===== config.mk =====
export PLATFORM = sky130hd
export DESIGN_NAME = clk_divider
export DESIGN_NICKNAME = d
export VERILOG_FILES = /design/src/rtl/clk_divider_pkg.sv /design/src/rtl/clk_divider_mod_n_counter.sv /design/src/rtl/clk_divider.sv
export SDC_FILE = /design/constraint.sdc
export NUM_CORES = 1
export LEC_CHECK = 0
export CAP_MARGIN = 25
export CORE_ASPECT_RATIO = 0.75
export CORE_MARGIN = 2
export CORE_UTILIZATION = 60
export DETAILED_ROUTE_END_ITERATION = 6
export HOLD_SLACK_MARGIN = 0.1
export PLACE_DENSITY = 0.77
export SYNTH_ARGS = -nofsm -noshare
export SYNTH_HDL_FRONTEND = slang
export SYNTH_SLANG_ARGS = --single-unit

===== constraint.sdc =====
create_clock -name clk_50mhz -period 5.28 [get_ports clk_50mhz]
set_clock_uncertainty 0.1 [all_clocks]
set_input_delay 1.056 -clock clk_50mhz [delete_from_list [all_inputs] [get_ports clk_50mhz]]
set_output_delay 1.056 -clock clk_50mhz [all_outputs]
set_load 0.05 [all_outputs]

===== src/rtl/clk_divider_pkg.sv =====
// -----------------------------------------------------------------------------
// clk_divider_pkg
// Shared constants and helpers for the clock-enable divider.
//   SYS_CLK_HZ  : system clock frequency (50 MHz)
//   SEC_TICK_HZ : seconds timebase rate (1 Hz)
//   cnt_width() : counter width needed to hold 0 .. div-1
// -----------------------------------------------------------------------------
package clk_divider_pkg;

   localparam int unsigned SYS_CLK_HZ  = 50_000_000;
   localparam int unsigned SEC_TICK_HZ = 1;

   // At least one bit, even for degenerate divisors, so ports stay legal.
   function automatic int unsigned cnt_width(input int unsigned div);
      return (div < 2) ? 1 : $clog2(div);
   endfunction

endpackage : clk_divider_pkg


===== src/rtl/clk_divider_mod_n_counter.sv =====
// -----------------------------------------------------------------------------
// mod_n_counter
// Free-running modulo-N counter with a combinational terminal-count flag.
// Ports:
//   clk   : clock
//   reset : asynchronous, active-low reset (count -> 0)
//   count : current count, 0 .. N-1
//   wrap  : high while count == N-1 (the next edge returns to 0)
// -----------------------------------------------------------------------------
module mod_n_counter
   import clk_divider_pkg::*;
#(
   parameter int unsigned N = 5,
   parameter int unsigned W = cnt_width(N)
) (
   input  logic         clk,
   input  logic         reset,
   output logic [W-1:0] count,
   output logic         wrap
);

   localparam logic [W-1:0] LAST = W'(N - 1);

   logic [W-1:0] count_q;
   logic [W-1:0] count_d;

   generate
      if (N < 2) begin : g_bad_n
         $error("mod_n_counter: N must be >= 2");
      end
   endgenerate

   assign wrap = (count_q == LAST);

   // Wrap to zero on the terminal count so the counter never reaches N.
   always_comb begin
      count_d = count_q + W'(1);
      if (wrap) begin
         count_d = '0;
      end
   end

   always_ff @(posedge clk or negedge reset) begin
      if (!reset) begin
         count_q <= '0;
      end else begin
         count_q <= count_d;
      end
   end

   assign count = count_q;

endmodule : mod_n_counter


===== src/rtl/clk_divider.sv =====
// -----------------------------------------------------------------------------
// clk_divider
// Clock-enable generator: divides clk_50mhz down to a single-cycle tick every
// DIV = CLK_FREQ_HZ / TICK_HZ cycles. No derived clock is produced; consumers
// use tick_1hz as an enable in the clk_50mhz domain.
// Optional build macro: CLK_DIVIDER_SQUARE_EN adds clk_1hz_sq, a registered
// 50% duty square wave (data signal, never a clock).
// Ports:
//   clk_50mhz  : system clock
//   reset      : asynchronous, active-low reset
//   tick_1hz   : one-clock-wide pulse every DIV cycles, straight from a flop
//   clk_1hz_sq : square wave, low floor(DIV/2) cycles then high (macro only)
// -----------------------------------------------------------------------------
module clk_divider
   import clk_divider_pkg::*;
#(
   parameter int unsigned CLK_FREQ_HZ = SYS_CLK_HZ,
   parameter int unsigned TICK_HZ     = SEC_TICK_HZ
) (
   input  logic clk_50mhz,
   input  logic reset,
`ifdef CLK_DIVIDER_SQUARE_EN
   output logic clk_1hz_sq,
`endif
   output logic tick_1hz
);

   localparam int unsigned DIV   = CLK_FREQ_HZ / TICK_HZ;
   localparam int unsigned CNT_W = cnt_width(DIV);

   generate
      if (DIV < 2) begin : g_bad_div
         $error("clk_divider: DIV = CLK_FREQ_HZ/TICK_HZ must be >= 2");
      end
      if ((CLK_FREQ_HZ % TICK_HZ) != 0) begin : g_bad_ratio
         $error("clk_divider: CLK_FREQ_HZ must be a multiple of TICK_HZ");
      end
   endgenerate

   logic [CNT_W-1:0] cnt;
   logic             wrap;
   logic             tick_q;
   logic             tick_d;

   mod_n_counter #(
      .N (DIV),
      .W (CNT_W)
   ) u_counter (
      .clk   (clk_50mhz),
      .reset (reset),
      .count (cnt),
      .wrap  (wrap)
   );

   // The tick is the registered terminal count: it is high for the cycle that
   // follows the edge on which the counter wraps from DIV-1 to 0.
   assign tick_d = wrap;

   always_ff @(posedge clk_50mhz or negedge reset) begin
      if (!reset) begin
         tick_q <= 1'b0;
      end else begin
         tick_q <= tick_d;
      end
   end

   assign tick_1hz = tick_q;

`ifdef CLK_DIVIDER_SQUARE_EN
   localparam logic [CNT_W-1:0] HALF = CNT_W'(DIV / 2);

   logic [CNT_W-1:0] cnt_next;
   logic             sq_q;
   logic             sq_d;

   // Track the value the counter takes at this edge so the square wave is
   // aligned with the count it describes, not one cycle behind it.
   always_comb begin
      cnt_next = cnt + CNT_W'(1);
      if (wrap) begin
         cnt_next = '0;
      end
      sq_d = (cnt_next >= HALF);
   end

   always_ff @(posedge clk_50mhz or negedge reset) begin
      if (!reset) begin
         sq_q <= 1'b0;
      end else begin
         sq_q <= sq_d;
      end
   end

   assign clk_1hz_sq = sq_q;
`else
   // The count only feeds the square-wave path; fold it so the net is not
   // left dangling when that path is absent.
   logic cnt_unused;
   assign cnt_unused = ^cnt;
`endif

endmodule : clk_divider


[Word level (Yosys, flattened, before mapping)]
Index checks and enable logic that the tools add are counted.
Storage, ports and cells
  bits in registers: 27
  latch bits: 0
  memory bits (writable): 0
  ROM bits: 0
  input bits: 2
  output and inout port bits: 1
  word-level logic and storage cells: 5
  memories: 0
Cells by class
  add/sub/neg operators: 1
  multiply operators: 0
  divide/modulo/power cells: 0
  order comparisons: 0
  eq/ne operators: 1
  shift-type cells: 0
  mux-type cells: 1
  bitwise gates (word level): 0
  reductions and logical operators: 0
Operators with widths (count)
  adder 26 x 1 -> 26 bit, second input constant: 1
  equality test 26 bit, second input constant: 1
  two-way mux 26 bit: 1

[Depth between registers and ports, before layout]
Gate-level depths: netlist (run 1).
  depth in word-level cells: 2
  gate-level depth with buffers: 6

[By module]
From an unflattened synthesis (run 1), not the netlist that was laid out.
Second synthesis, totals
  cells, all modules: 135
  area total of the unflattened synthesis: 1362.6 um2
By module, submodules not included
  mod_n_counter: times used 1, cells an instance 134, area an instance 1337.5 um2, sequential area each 650.6 um2
  clk_divider: times used 1, cells an instance 1, area an instance 25.0 um2, sequential area each 25.0 um2

[Least setup slack after synthesis (run 1)]
Ideal clock, no wire load.
  path kind: register -> output
  start: register tick_q, in the netlist tick_1hz
  end: output tick_1hz
  data arrival time: 586 ps
  required time: 4124 ps
  setup slack: 3538 ps
  stages on the path, launching flop included: 1
  path buffers: 0
  path through: dfrtp_1
RTL lines
  start: declaration: line clk_divider.sv:42  | logic tick_q;
  start signal: assignment: line clk_divider.sv:63  | tick_q <= tick_d;
  end: declaration: line clk_divider.sv:25  | output logic tick_1hz
No word-level cell between the ends.

[Worst setup path after layout (run 1)]
  start: register tick_q, in the netlist tick_1hz
  end: output tick_1hz
No word-level cell between the ends.

==> results of run 1 <==
power breakdown:
group / leakage, nW / switching [W] / total (W) / internal (W)
registers: 0.363 / 0 / 0.000207 / 0.000207
logic: 0.238 / 0.00000398 / 0.00000511 / 0.00000113
clock network: 0.0177 / 0.0000604 / 0.0000888 / 0.0000284
total: 0.619 / 0.0000643 / 0.000301 / 0.000236
state kept, by name (all words and copies together), names as in the netlist:
signal           cells
tick_1hz             1
u_counter.count     26
worst min-delay path by stage:
stage	cells past startpoint	to	slack, ps	from
final	1	u_counter.count[11]	400	u_counter.count[11]
after CTS	1	u_counter.count[11]	410	u_counter.count[11]
after global routing	1	u_counter.count[11]	430	u_counter.count[11]
after global placement	1	u_counter.count[11]	380	u_counter.count[11]
after detailed placement	1	u_counter.count[11]	390	u_counter.count[11]
after floorplan	1	u_counter.count[11]	360	u_counter.count[11]
per-stage QoR:
step	instances	setup slack (ps)	utilization	total power, W	hold slack (ps)
4_1_cts	159	2640	0.645	0.000306	411
2_1_floorplan	130	3540	-	0.000211	360
6_report	159	2650	0.645	0.000301	402
3_3_place_gp	155	3040	0.632	0.000216	382
3_5_place_dp	155	3030	0.632	0.000216	392
5_1_grt	159	2620	0.645	0.000310	432
per-layer routing:
| layer | track usage | up-vias | wire (um) |
|---|---|---|---|
| met5 | 0 | - | 0 |
| met4 | 0.0545 | 0 | 12 |
| met3 | 0.0511 | 2 | 86 |
| met2 | 0.327 | 18 | 1200 |
| met1 | 0.284 | 503 | 1280 |
| li1 | - | 489 | - |
logic make-up after synthesis:
family / share of synthesized area
AND/OR/NAND/NOR: 0.303
flip-flops: 0.488
AO/OA/AOI/OAI: 0.0741
XOR/XNOR: 0.0949
buffers and inverters: 0.0226
adder cells (fa/ha/maj): 0.0181
cell type report:
| class | count | area [um2] |
|---|---|---|
| fill | 181 | 793 |
| clock inverter | 1 | 5.00 |
| sequential | 27 | 676 |
| tap | 25 | 31.3 |
| timing repair buffer | 3 | 27.5 |
| clock buffer | 3 | 22.5 |
| multi-input combinational | 100 | 678 |
Yosys cell counts:
master	count
dfrtp_1	27
nand3_1	10
a21oi_1	9
nand2_1	9
nor2_1	9
xor2_1	9
and3_1	6
nand4_1	6
xnor2_1	6
o31ai_1	5
or4_1	5
o21ai_0	4
or3_1	3
and2_1	2
and4_1	2
and4_4	2
ha_1	2
buf_2	1
buf_6	1
buf_8	1
nand3_2	1
nand3_4	1
nand4_4	1
nand4b_1	1
nor2b_1	1
nor3_1	1
nor3_4	1
nor3b_1	1
nor4_1	1
nor4b_1	1
or4b_1	1
worst reg2reg max path, delay by kind of cell (launching register included):
kind             cells  cell delay (ps)
and+or+nand+nor      4             1330
DFF                  1              480
==> run_results.csv, run 1 <==
group,metric,value,unit
run_status,status,"complete, no violations",
pwr,ir_worst_vdd,0.000147,V
global_route,antenna_found_initial,0,
sta,fin_tns_setup,0,ps
sta,setup_violations,0,
setup_path,cp_cell_sequence,"clkdlybuf4s50_1",
floorplanning,die-width,59.5,um
logic_synthesis,synth_top_area_frac,0.488,
sta,fin_crit,2630,ps
setup_path,r2r-start,"u_counter.count[7]",
logic_synthesis,yosysSeqAreaShare,0.488,
floorplanning,num_rows,15,
finish,area_delta_synth_final,3.97,%
sta,period_share,0.498,
finish,final_nets,139,
sta,grt_setup_unrepaired,"false",
floorplanning,ios,3,
logic_synthesis,synth_seq_cells,27,
placement,place_area,1410,um2
sta,relSlewSlack,0.508,
setup_path,critPathMaxFanout,1,
floorplanning,core_area,2230,um2
setup_path,path_depth,1,
setup_path,cpLargestDelayFamily,"buffers and inverters",
clocking,cts_tree,"done",
logic_synthesis,yosys-top-cells-area,"dfrtp_1 49%, xor2_1 5.7%, xnor2_1 3.8%",
setup_path,worstPathRequired,4120,ps
clocking,cts_hold_buf,0,
placement,gp_congestion,0.830,
clocking,cts_resized,0,
floorplanning,die_h,45.6,um
setup_path,timing_worst_setup_path_type,"register to output port",
global_route,grt_pass1_vias,898,
sta,fmax,0.381,GHz
finish,fin_area,1440,um2
global_route,grt_max_degree,28,
setup_path,crit_start,"tick_1hz",
clocking,root_buffer,"clkbuf_4",
setup_path,r2r_setup_slack,3250,ps
routing,route.detailed.drc,0,
routing,ant_nets,0,
floorplanning,start_util,0.620,
clocking,clk_pin_slew_worst_paths,150,ps
clocking,ctsLongestPathBuffers,2,
finish,layout_common_cells,"27 x dfrtp_1, 10 x nand3_1",
min_path,hold_class,"register to register",
placement,hpwl,1780,um
logic_synthesis,syn-mean-instance-area,10.7,um2
clocking,postCtsSetupRepairBufs,0,
setup_path,setup.worst_path.start_class,"register",
routing,via_per_inst,6.36,
routing,drt-pass1-iter-count,4,
pwr,p_leak,0.619,nW
routing,vias,1012,
placement,port-buffer-count,2,
pwr,p_per_area,209,nW/um2
routing,drtIter0Drc,39,
setup_path,cp_num_buf_inv,1,
setup_path,crit_slowest_cell,"clkdlybuf4s50_1",
finish,insertedDiodeCount,0,
setup_path,crit_arrival,1470,ps
setup_path,cp-endpoint,"tick_1hz",
logic_synthesis,synth_area_leader_cell,"dfrtp_1",
clocking,cts_buffers,3,
setup_path,end_kind,"output port",
setup_path,rr_worst_depth,4,
logic_synthesis,netlist_area,1390,um2
sta,slew_violations,0,
global_route,grtUsageTotal,0.206,
clocking,clock_sinks,27,
clocking,htreeDepth,1,
routing,wl_per_cell,16.3,um
routing,drt_wl_total,2590,um
global_route,overflow,0,
finish,drive_gt1_frac,0.0821,
floorplanning,die_area,2710,um2
clocking,clkLatencyLatePin,330,ps
logic_synthesis,synth_warnings,0,
run,maxCapViolCount,0,
sta,hold_violations,0,
sta,worstMarginPinSlew,735,ps
logic_synthesis,synthDistinctLibCells,31,
finish,final_common_cell,"dfrtp_1",
global_route,grt_pass1_wl,4110,um
logic_synthesis,syn_inst,130,
setup_path,slowest_delay,790,ps
setup_path,reg2reg_to,"u_counter.count[12]",
logic_synthesis,syn_nets,134,
Power figures use the tool's default switching activity.
==> run 2, diff against run 1 <==
==> constraint.sdc (replaced) <==
create_clock -name clk_50mhz -period 2.5 [get_ports clk_50mhz]
set_clock_uncertainty 0.1 [all_clocks]
set_input_delay 0.5 -clock clk_50mhz [delete_from_list [all_inputs] [get_ports clk_50mhz]]
set_output_delay 0.5 -clock clk_50mhz [all_outputs]
set_load 0.05 [all_outputs]
==> run 2 against run 1 <==
Critical path depth did not move. Hold slack worse by 5.1 ps. Highest routed layer unchanged. Cell count did not move. Via count increased by 0.89%. Largest cell class unchanged. Final area up 0.17%.
==> run_results.csv, run 2 (same netlist as run 1, synthesis figures left out) <==
group,metric,value,unit
routing,drt-pass1-iter-count,4,
finish,multi_input_area,678,um2
sta,worstMarginPinSlew,710,ps
setup_path,crit_start,"tick_1hz",
finish,layout_common_cells,"27 x dfrtp_1, 10 x nand3_1",
pwr,ir_worst_vdd,0.000235,V
setup_path,cp_cell_sequence,"clkdlybuf4s50_1",
clocking,ctsLongestPathBuffers,2,
pwr,p_per_area,446,nW/um2
sta,fin_crit,2090,ps
floorplanning,core_area,2230,um2
clocking,root_buffer,"clkbuf_4",
placement,port-buffer-count,2,
setup_path,worstPathRequired,1900,ps
clocking,clkLatencyLatePin,340,ps
routing,vias,1021,
setup_path,slowest_delay,790,ps
routing,drt_wl_total,2570,um
setup_path,crit_slowest_cell,"clkdlybuf4s50_1",
sta,hold_violations,0,
routing,ant_nets,0,
setup_path,setup.worst_path.start_class,"register",
floorplanning,die_h,45.6,um
setup_path,cp-endpoint,"tick_1hz",
global_route,antenna_found_initial,0,
global_route,grt_max_degree,28,
setup_path,rr_worst_depth,4,
setup_path,reg2reg_to,"u_counter.count[4]",
clocking,cts_tree,"done",
clocking,cts_resized,0,
global_route,grt_pass1_wl,4380,um
setup_path,end_kind,"output port",
finish,final_nets,139,
finish,drive_gt1_frac,0.0821,
sta,fin_tns_setup,0,ps
global_route,grtUsageTotal,0.223,
floorplanning,die_area,2710,um2
run_status,status,"complete, no violations",
clocking,htreeDepth,1,
finish,fillers,196,
run,maxCapViolCount,0,
setup_path,critPathMaxFanout,1,
sta,relSlewSlack,0.525,
setup_path,crit_arrival,1490,ps
setup_path,cp_num_buf_inv,1,
setup_path,cpLargestDelayFamily,"buffers and inverters",
setup_path,timing_worst_setup_path_type,"register to output port",
clocking,cts_hold_buf,0,
setup_path,path_depth,1,
finish,area_delta_synth_final,4.16,%
setup_path,r2r-start,"u_counter.count[18]",
floorplanning,ios,3,
sta,grt_setup_unrepaired,"false",
sta,fmax,0.478,GHz
placement,hpwl,1810,um
min_path,hold_class,"input port to asynchronous set/reset pin",
floorplanning,num_rows,15,
clocking,cts_buffers,3,
sta,slew_violations,0,
sta,setup_violations,0,
finish,insertedDiodeCount,0,
sta,period_share,0.836,
clocking,clock_sinks,27,
global_route,grt_pass1_vias,920,
pwr,totalPowerFinal,0.000643,W
global_route,overflow,0,
setup_path,r2r_setup_slack,430,ps
routing,via_per_inst,6.42,
routing,route.met3.wl,114,um
routing,route.detailed.drc,0,
finish,regArea,676,um2
clocking,postCtsSetupRepairBufs,0,
routing,drtIter0Drc,66,
placement,gp_congestion,0.775,
routing,routed-wl-met2,1230,um
pwr,p_leak,0.615,nW
routing,wl_met1,1190,um
clocking,clk_pin_slew_worst_paths,160,ps
routing,highest_layer,"met4",
placement,place_area,1410,um2
finish,largest_reg_flops,26,
routing,wl_per_cell,16.2,um
floorplanning,start_util,0.620,
finish,fin_area,1440,um2
floorplanning,die-width,59.5,um
finish,final_common_cell,"dfrtp_1",
finish,fin_util,0.646,
## run 2: cell types whose count changed in the layout (fill, tap and decap cells not counted)
cell and delta:
clkinv_2 -1, clkinvlp_4 +1
## run 2: routing by layer
metal | up-vias | track usage
met5 | - | 0
met4 | 0 | 0.0682
met3 | 4 | 0.0597
met2 | 26 | 0.347
met1 | 502 | 0.308
li1 | 489 | -
## run 2: final cells by class
type,instances,share of cell area
multi-input combinational,100,0.470
timing repair buffer,3,0.0191
sequential,27,0.468
tap,25,0.0217
clock buffer,3,0.0156
clock inverter,1,0.00520
## run 2: worst min path at each step
stage | to | slack (ps)
2_1_floorplan | tick_1hz | 100
3_3_place_gp | u_counter.count[24] | 380
3_5_place_dp | u_counter.count[11] | 390
4_1_cts | u_counter.count[5] | 400
5_1_grt | u_counter.count[5] | 410
6_report | u_counter.count[20] | 400
## run 2: report_power, final
part	total (W)	internal (W)	switching, W
combinational	0.0000105	0.00000239	0.00000806
clock	0.000196	0.0000614	0.000134
sequential	0.000437	0.000437	0
total	0.000643	0.000501	0.000142
## run 2: stage by stage
stage          cells  hold WS, ps  worst slack (ps)
2_1_floorplan    130          104               814
3_3_place_gp     155          382               554
3_5_place_dp     155          392               477
4_1_cts          159          404               400
5_1_grt          159          407               263
6_report         159          397               409
